## config.mk

```make
export PLATFORM = sky130hd
export DESIGN_NAME = match_scan_ctrl
export DESIGN_NICKNAME = d
export VERILOG_FILES = /design/src/rtl/mosaic_pkg.sv /design/src/rtl/raster_offset_counter.sv /design/src/rtl/match_scan_ctrl.sv
export SDC_FILE = /design/constraint.sdc
export NUM_CORES = 1
export LEC_CHECK = 0
export BUFFER_PORTS_ARGS = -buffer_cell sky130_fd_sc_hd__buf_2
export CORE_ASPECT_RATIO = 0.6
export CORE_MARGIN = 8
export CORE_UTILIZATION = 50
export DETAILED_ROUTE_END_ITERATION = 10
export PLACE_DENSITY = 0.75
export REMOVE_ABC_BUFFERS = 1
export SYNTH_ARGS = -nofsm -noshare
export SYNTH_HDL_FRONTEND = slang
export SYNTH_SLANG_ARGS = --single-unit
```

## constraint.sdc

```tcl
create_clock -name clk -period 5.35 [get_ports clk]
set_input_delay 0.2675 -clock clk [delete_from_list [all_inputs] [get_ports clk]]
set_output_delay 0.2675 -clock clk [all_outputs]
set_load 0.005 [all_outputs]
```

## src/rtl/mosaic_pkg.sv

```systemverilog
// Shared types and width helpers for the mosaic block-matching sequencer.
package mosaic_pkg;

  typedef enum logic [2:0] {
    ST_IDLE  = 3'd0,
    ST_ISSUE = 3'd1,
    ST_WAIT  = 3'd2,
    ST_FIN   = 3'd3,
    ST_ERR   = 3'd4
  } state_e;

  localparam int SCORE_W_DEF = 16;

  typedef logic [SCORE_W_DEF-1:0] score_t;

  localparam score_t SCORE_MAX = '1;

  // Width of a counter that must hold 0..n-1; never narrower than one bit.
  function automatic int off_w(input int n);
    return (n <= 1) ? 1 : $clog2(n);
  endfunction

endpackage

```

## src/rtl/raster_offset_counter.sv

```systemverilog
// Row/column raster counter over a ROWS x COLS grid with clear, advance and last flag.
module raster_offset_counter #(
  parameter int ROWS = 3,
  parameter int COLS = 3,
  parameter int RW   = 2,
  parameter int CW   = 2
) (
  input  logic          clk,
  input  logic          reset,
  input  logic          clear,
  input  logic          advance,
  output logic [RW-1:0] row,
  output logic [CW-1:0] col,
  output logic          last
);

  localparam logic [RW-1:0] ROW_LAST = RW'(ROWS - 1);
  localparam logic [CW-1:0] COL_LAST = CW'(COLS - 1);

  logic [RW-1:0] row_q, row_d;
  logic [CW-1:0] col_q, col_d;

  always_comb begin
    row_d = row_q;
    col_d = col_q;
    if (clear) begin
      row_d = '0;
      col_d = '0;
    end else if (advance) begin
      if (col_q == COL_LAST) begin
        col_d = '0;
        row_d = (row_q == ROW_LAST) ? '0 : row_q + 1'b1;
      end else begin
        col_d = col_q + 1'b1;
      end
    end
  end

  always_ff @(posedge clk or posedge reset) begin
    if (reset) begin
      row_q <= '0;
      col_q <= '0;
    end else begin
      row_q <= row_d;
      col_q <= col_d;
    end
  end

  assign row  = row_q;
  assign col  = col_q;
  assign last = (row_q == ROW_LAST) && (col_q == COL_LAST);

endmodule

```

## src/rtl/match_scan_ctrl.sv

```systemverilog
// Block-matching sequencer: issues one engine request per legal POI offset in
// raster order, tracks the minimum SAD score and reports completion or timeout.
module match_scan_ctrl
  import mosaic_pkg::*;
#(
  parameter int ROI_DEPTH = 6,
  parameter int ROI_WIDTH = 6,
  parameter int POI_DEPTH = 4,
  parameter int POI_WIDTH = 4,
  parameter int SCORE_W   = SCORE_W_DEF,
  parameter int TIMEOUT   = 255,
  localparam int RW = off_w(ROI_DEPTH - POI_DEPTH + 1),
  localparam int CW = off_w(ROI_WIDTH - POI_WIDTH + 1)
) (
  input  logic               clk,
  input  logic               reset,
  input  logic               start,
  output logic               busy,
  output logic               done,
  output logic               status,
  output logic               err,
  output logic               eng_start,
  output logic [RW-1:0]      eng_row_off,
  output logic [CW-1:0]      eng_col_off,
  input  logic               eng_done,
  input  logic [SCORE_W-1:0] eng_score,
  output logic [RW-1:0]      best_row,
  output logic [CW-1:0]      best_col,
  output logic [SCORE_W-1:0] best_score
);

  localparam int N_ROWS = ROI_DEPTH - POI_DEPTH + 1;
  localparam int N_COLS = ROI_WIDTH - POI_WIDTH + 1;
  localparam int TW     = $clog2(TIMEOUT + 1);
  localparam logic [TW-1:0] TMR_LAST = TW'(TIMEOUT - 1);

  if (POI_DEPTH > ROI_DEPTH) begin : g_bad_depth
    $error("match_scan_ctrl: POI_DEPTH must not exceed ROI_DEPTH");
  end
  if (POI_WIDTH > ROI_WIDTH) begin : g_bad_width
    $error("match_scan_ctrl: POI_WIDTH must not exceed ROI_WIDTH");
  end
  if (TIMEOUT < 1) begin : g_bad_timeout
    $error("match_scan_ctrl: TIMEOUT must be at least 1");
  end

  state_e             state_q, state_d;
  logic               busy_q, busy_d;
  logic               done_q, done_d;
  logic               status_q, status_d;
  logic               err_q, err_d;
  logic [TW-1:0]      timer_q, timer_d;
  logic [TW-1:0]      timer_inc;
  logic [RW-1:0]      best_row_q, best_row_d;
  logic [CW-1:0]      best_col_q, best_col_d;
  logic [SCORE_W-1:0] best_score_q, best_score_d;

  logic          cnt_clear;
  logic          cnt_adv;
  logic          cnt_last;
  logic [RW-1:0] cnt_row;
  logic [CW-1:0] cnt_col;

  raster_offset_counter #(
    .ROWS (N_ROWS),
    .COLS (N_COLS),
    .RW   (RW),
    .CW   (CW)
  ) u_offset_cnt (
    .clk     (clk),
    .reset   (reset),
    .clear   (cnt_clear),
    .advance (cnt_adv),
    .row     (cnt_row),
    .col     (cnt_col),
    .last    (cnt_last)
  );

  assign timer_inc = timer_q + 1'b1;

  always_comb begin
    state_d      = state_q;
    busy_d       = busy_q;
    done_d       = 1'b0;
    status_d     = status_q;
    err_d        = err_q;
    timer_d      = timer_q;
    best_row_d   = best_row_q;
    best_col_d   = best_col_q;
    best_score_d = best_score_q;
    cnt_clear    = 1'b0;
    cnt_adv      = 1'b0;

    case (state_q)
      ST_IDLE, ST_ERR: begin
        if (start) begin
          status_d     = 1'b0;
          err_d        = 1'b0;
          busy_d       = 1'b1;
          cnt_clear    = 1'b1;
          best_score_d = '1;
          state_d      = ST_ISSUE;
        end
      end

      ST_ISSUE: begin
        timer_d = '0;
        state_d = ST_WAIT;
      end

      ST_WAIT: begin
        if (eng_done) begin
          // Strict compare: a tie leaves the earlier raster position in place.
          if (eng_score < best_score_q) begin
            best_score_d = eng_score;
            best_row_d   = cnt_row;
            best_col_d   = cnt_col;
          end
          if (cnt_last) begin
            done_d   = 1'b1;
            status_d = 1'b1;
            busy_d   = 1'b0;
            state_d  = ST_FIN;
          end else begin
            cnt_adv = 1'b1;
            state_d = ST_ISSUE;
          end
        end else begin
          timer_d = timer_inc;
          if (timer_inc >= TMR_LAST) begin
            err_d   = 1'b1;
            busy_d  = 1'b0;
            state_d = ST_ERR;
          end
        end
      end

      ST_FIN: begin
        state_d = ST_IDLE;
      end

      default: begin
        state_d = ST_IDLE;
      end
    endcase
  end

  always_ff @(posedge clk or posedge reset) begin
    if (reset) begin
      state_q      <= ST_IDLE;
      busy_q       <= 1'b0;
      done_q       <= 1'b0;
      status_q     <= 1'b0;
      err_q        <= 1'b0;
      timer_q      <= '0;
      best_row_q   <= '0;
      best_col_q   <= '0;
      best_score_q <= '0;
    end else begin
      state_q      <= state_d;
      busy_q       <= busy_d;
      done_q       <= done_d;
      status_q     <= status_d;
      err_q        <= err_d;
      timer_q      <= timer_d;
      best_row_q   <= best_row_d;
      best_col_q   <= best_col_d;
      best_score_q <= best_score_d;
    end
  end

  assign busy        = busy_q;
  assign done        = done_q;
  assign status      = status_q;
  assign err         = err_q;
  assign eng_start   = (state_q == ST_ISSUE);
  assign eng_row_off = cnt_row;
  assign eng_col_off = cnt_col;
  assign best_row    = best_row_q;
  assign best_col    = best_col_q;
  assign best_score  = best_score_q;

endmodule

```

Yosys cells after proc, flatten, opt, wreduce, memory -nomap -nowiden

Index checks and enable logic that the tools add are counted.

Flip-flop bits (word level): 39
Output and inout bits: 29
Word-level logic and storage cells: 82

$add $sub $neg: 3
$lt $le $gt $ge: 2
Eq/ne operators: 13
Muxes and demuxes: 38
Reductions and logical operators: 15

Operators by type and width:

| cell                | count |
|---|---|
| $mux 16             | 3 |
| $pmux 16 s2         | 1 |
| $mux 1              | 17 |
| $lt 16x16->1        | 1 |
| $mux 2              | 8 |
| $pmux 8 s2          | 1 |
| $reduce_and 4->1    | 4 |
| $ne 2x2->1 const B  | 6 |
| $mux 3              | 3 |
| $pmux 3 s3          | 1 |
| $add 8x1->8 const B | 1 |
| $ge 8x8->1 const B  | 1 |
| $mux 8              | 1 |
| $reduce_bool 2->1   | 4 |
| $ne 3x3->1 const B  | 2 |
| $pmux 1 s2          | 3 |
| $reduce_and 2->1    | 3 |
| $add 2x1->2 const B | 2 |
| $eq 2x2->1 const B  | 2 |
| $eq 3x1->1 const B  | 1 |
| $eq 3x2->1 const B  | 1 |
| $eq 3x3->1 const B  | 1 |
| $logic_not 3->1     | 1 |
| $reduce_and 3->1    | 1 |
| other kinds (2)     | 2 |

Logic depth before layout (Yosys ltp)

Depth in word-level cells: 7
Depth in mapped cells: 8
Depth with buffers taken out: 7

Cells and area by module

From an unflattened synthesis, not the netlist that was laid out.

Cells, all modules: 231
Area, all modules: 2,209.6 µm²

By module, submodules not included:

| module                | instances | cells an instance | area an instance (µm²) | sequential area each (µm²) |
|---|---|---|---|---|
| match_scan_ctrl       | 1         | 212               | 1,991.9                | 875.8 |
| raster_offset_counter | 1         | 19                | 217.7                  | 100.1 |

Worst setup path before layout

OpenSTA, ideal clock, no wires.

Kind: register to register
Start point: register best_score_q[10] (netlist: best_score[10])
End point: register best_col_q[0] (netlist: best_col[0])
Arrival: 2.218 ns
Setup slack: 3.007 ns
Cell stages (with the launch flop): 9
Path buffers: 1
Period minus slack after synthesis: 2.343 ns
Cell sequence: dfrtp_1 > inv_1 > ha_1 > and4_1 > and3_1 > or4_1 > a211o_1 > buf_6 > mux2_4

Word-level cells in the longest chain between the ends: 2

RTL lines:

| element                    | RTL line               | RTL |
|---|---|---|
| start, declared            | match_scan_ctrl.sv:56  | `logic [SCORE_W-1:0] best_score_q, best_score_d;` |
| start signal, assigned     | match_scan_ctrl.sv:168 | `best_score_q <= best_score_d;` |
| $lt 16x16->1               | match_scan_ctrl.sv:114 | `if (eng_score < best_score_q) begin` |
| $reduce_and 3->1 (no line) | -                      |  |
| end signal, assigned       | match_scan_ctrl.sv:167 | `best_col_q <= best_col_d;` |
| end, declared              | match_scan_ctrl.sv:55  | `logic [CW-1:0] best_col_q, best_col_d;` |

No other way between the ends.
A chain may end at the register's enable or synchronous reset.

Worst setup path in the final report

Start point: register best_score_q[15] (netlist: best_score[15])
End point: register best_row_q[0] (netlist: best_row[0])

Word-level cells in the longest chain between the ends: 2

RTL lines:

| element                    | RTL line               | RTL |
|---|---|---|
| $lt 16x16->1               | match_scan_ctrl.sv:114 |  |
| $reduce_and 3->1 (no line) | -                      |  |
| end signal, assigned       | match_scan_ctrl.sv:166 | `best_row_q <= best_row_d;` |
| end, declared              | match_scan_ctrl.sv:54  | `logic [RW-1:0] best_row_q, best_row_d;` |

No other way between the ends.

==> results.cfg <==
[detailed_routing]
viasPerCell = 5.45
drc_errors = 0
drt-pass1-iter-count = 5
routed_wl_mm = 5.26
wl_per_cell_um = 15.4
drt_iter0_drc = 95
ant_nets = 0
vias = 1865

[cts]
cts-hold-fix-buffers = 0
cts_resized = 0
clock_latency_ns = 0.31
cts_buffers = 5
clockBufferDepth = 2
h-tree-depth = 2
tritoncts = done
cts_setup_buffers = 0
cts_root_buffer = clkbuf_8
path_clk_slew_ns = 0.09
cts_sinks = 39

[timing]
fin_crit_sh_pct = 54.0
fin_tns_setup_ns = 0
setup_viol = 0
hold_viol = 0
fin_ws_ns = 2.46
slew_violations = 0
finalCriticalPeriod_ns = 2.89
fmax_mhz = 346
slew_headroom_pct = 27.5
tightest_slew_ns = 1.09
rsz0062_at_grt = false
fin_skew_ns = 0.0106

[logic_synthesis]
synthAdderAreaFrac_pct = 9.53
yosys-top-cells-area = dfrtp_1 (44%), ha_1 (9.5%), mux2i_1 (7.6%), nor2_1 (7.4%), inv_1 (3.9%)
syn_area_um2 = 2230
synthCells = 232
synth_edf_count = 0
ys_ff_latch = 39
yosysTopAreaCellShare_pct = 43.7
synth_simple_gate_area_share_pct = 17.9
async_flop_share_pct = 100
synth_cell_types = 45
synth_area_per_cell_um2 = 9.62
synth_area_leader_cell = dfrtp_1
synth_top_family_by_area = simple AND/OR/NAND/NOR gates
synth-warning-count = 0
synth.most_common_cell = nor2_1
synth_common_cells = nor2_1 (44), dfrtp_1 (39), inv_1 (23), ha_1 (17), mux2i_1 (17)
synth_compound_area_share_pct = 11.3
synthMuxAreaShare_pct = 10.3
synth_xor_area_share_pct = 1.57
synth_top_flop_cell = dfrtp_1
seq_area_frac_synth_pct = 43.7

[worst_setup_path]
critPathLaunchType = flip-flop
crit_required_ns = 5.54
cp_max_fo = 20
path_class = flip-flop to flip-flop
arrival_ns = 3.08
end_kind = flip-flop

[global_routing]
groute.usage.overall_pct = 16.3
grt_pass1_vias = 1821
antenna_found_initial = 0
grt_first_pass_wirelength_mm = 8.76
grt_max_degree = 40
grt_overflow_total = 0

[die]
die_h_um = 67.8
die_w_um = 102
io-pin-count = 49
dieArea_um2 = 6930
rows = 18
start_util_pct = 53.3
core_um2 = 4190

[placed_design]
dp_hpwl_mm = 3.91
place_ws_ns = 2.54
place.gp.congestion = 0.799
dpl.cell_count = 334
io_buffer_count = 48

[cells_and_area]
insertedDiodeCount = 0
seq_area_um2 = 976
n_fill_cell = 372
drive_above_1_share_pct = 24.5
fin_nets = 318
area_growth_pct = 18.1
instances_no_fill = 342
multi_input_area_um2 = 1130

[flow_run]
maxCapViolCount = 0

[worst_hold_path]
hold_class = primary input to asynchronous set/reset pin

[power]
powerDensity_nw_per_um2 = 371
p_leak_nw = 1.47
ir_drop_mv = 0.186

[status]
status = finished, final reports clean
## flip-flops by register name, summed over array words and instances (netlist names)
name / count
done: 1
state_q: 3
best_col: 2
best_row: 2
busy: 1
u_offset_cnt.col: 2
err: 1
best_score: 16
status: 1
timer_q: 8
u_offset_cnt.row: 2
## worst max-delay path, cell delays in order (launching register included)
cell     delay, ns
dfrtp_1       0.38
inv_1         0.05
ha_1          0.29
and4_1        0.25
and3_1        0.17
or4_1         0.46
a211o_1       0.69
mux2_4        0.45
## cell families (layout without fill, tap and decap cells)
logic type | count (synthesis) | after routing
compound gates | 38 | 38
xor+xnor | 4 | 4
fa+ha+maj | 17 | 17
buf+inv | 31 | 81
flops | 39 | 39
mux | 21 | 21
simple gates | 82 | 82
## cells in the final DEF (no fill, tap or decap), drive strengths merged, types with 4 or more instances in the layout
master  count
ha         17
nor2       44
mux2i      17
inv        23
mux2        4
nand3       6
clkbuf      5
nand2      10
o21ai      12
a21oi       8
buf        50
dfrtp      39
## cell type report
type                       instances  share of cell area [%]
multi-input combinational        162                    42.9
sequential                        39                    37.0
timing repair buffer              50                    9.68
inverter                          23                    3.27
tap                               60                    2.85
clock buffer                       5                    2.61
clock inverter                     3                    1.66
## metrics by stage
step | cell area [um2] | power, W | hold WS (ns) | util, %
after floorplan | 2190 | 0.000602 | 0.361 | -
after global placement | 2520 | 0.000717 | 0.418 | 60.2
after detailed placement | 2520 | 0.000729 | 0.413 | 60.2
after CTS | 2640 | 0.000984 | 0.0790 | 62.9
after global routing | 2640 | 0.00104 | 0.105 | 62.9
final | 2640 | 0.000978 | 0.0550 | 62.9
## where the power goes
group          total, W  leakage, nW  internal [W]  switching (W)
sequential     0.000398        0.454      0.000343      0.0000549
combinational  0.000327        0.959      0.000139       0.000188
clock          0.000253       0.0581      0.000139       0.000115
total          0.000978         1.47      0.000621       0.000357
## worst paths after layout
kind,slack (ns),start,to,cells past startpoint
max in group asynchronous,4.94,reset,best_score[8],3
hold / removal,0.05,reset,best_score[1],3
min in group clk,0.24,eng_score[15],best_score[15],3
setup reg to reg,2.46,best_score[15],best_row[0],7
setup / recovery,2.46,best_score[15],best_row[0],7
hold reg to reg,0.49,status,status,1
## routing by layer
layer  global-route usage, %  routed length, um  vias up
met5                       0                  0        -
met4                    7.08                 85        0
met3                    4.82                358        8
met2                    24.5               2280       55
met1                    21.4               2540      899
li1                        -                  -      903
Power figures use the tool's default switching activity.
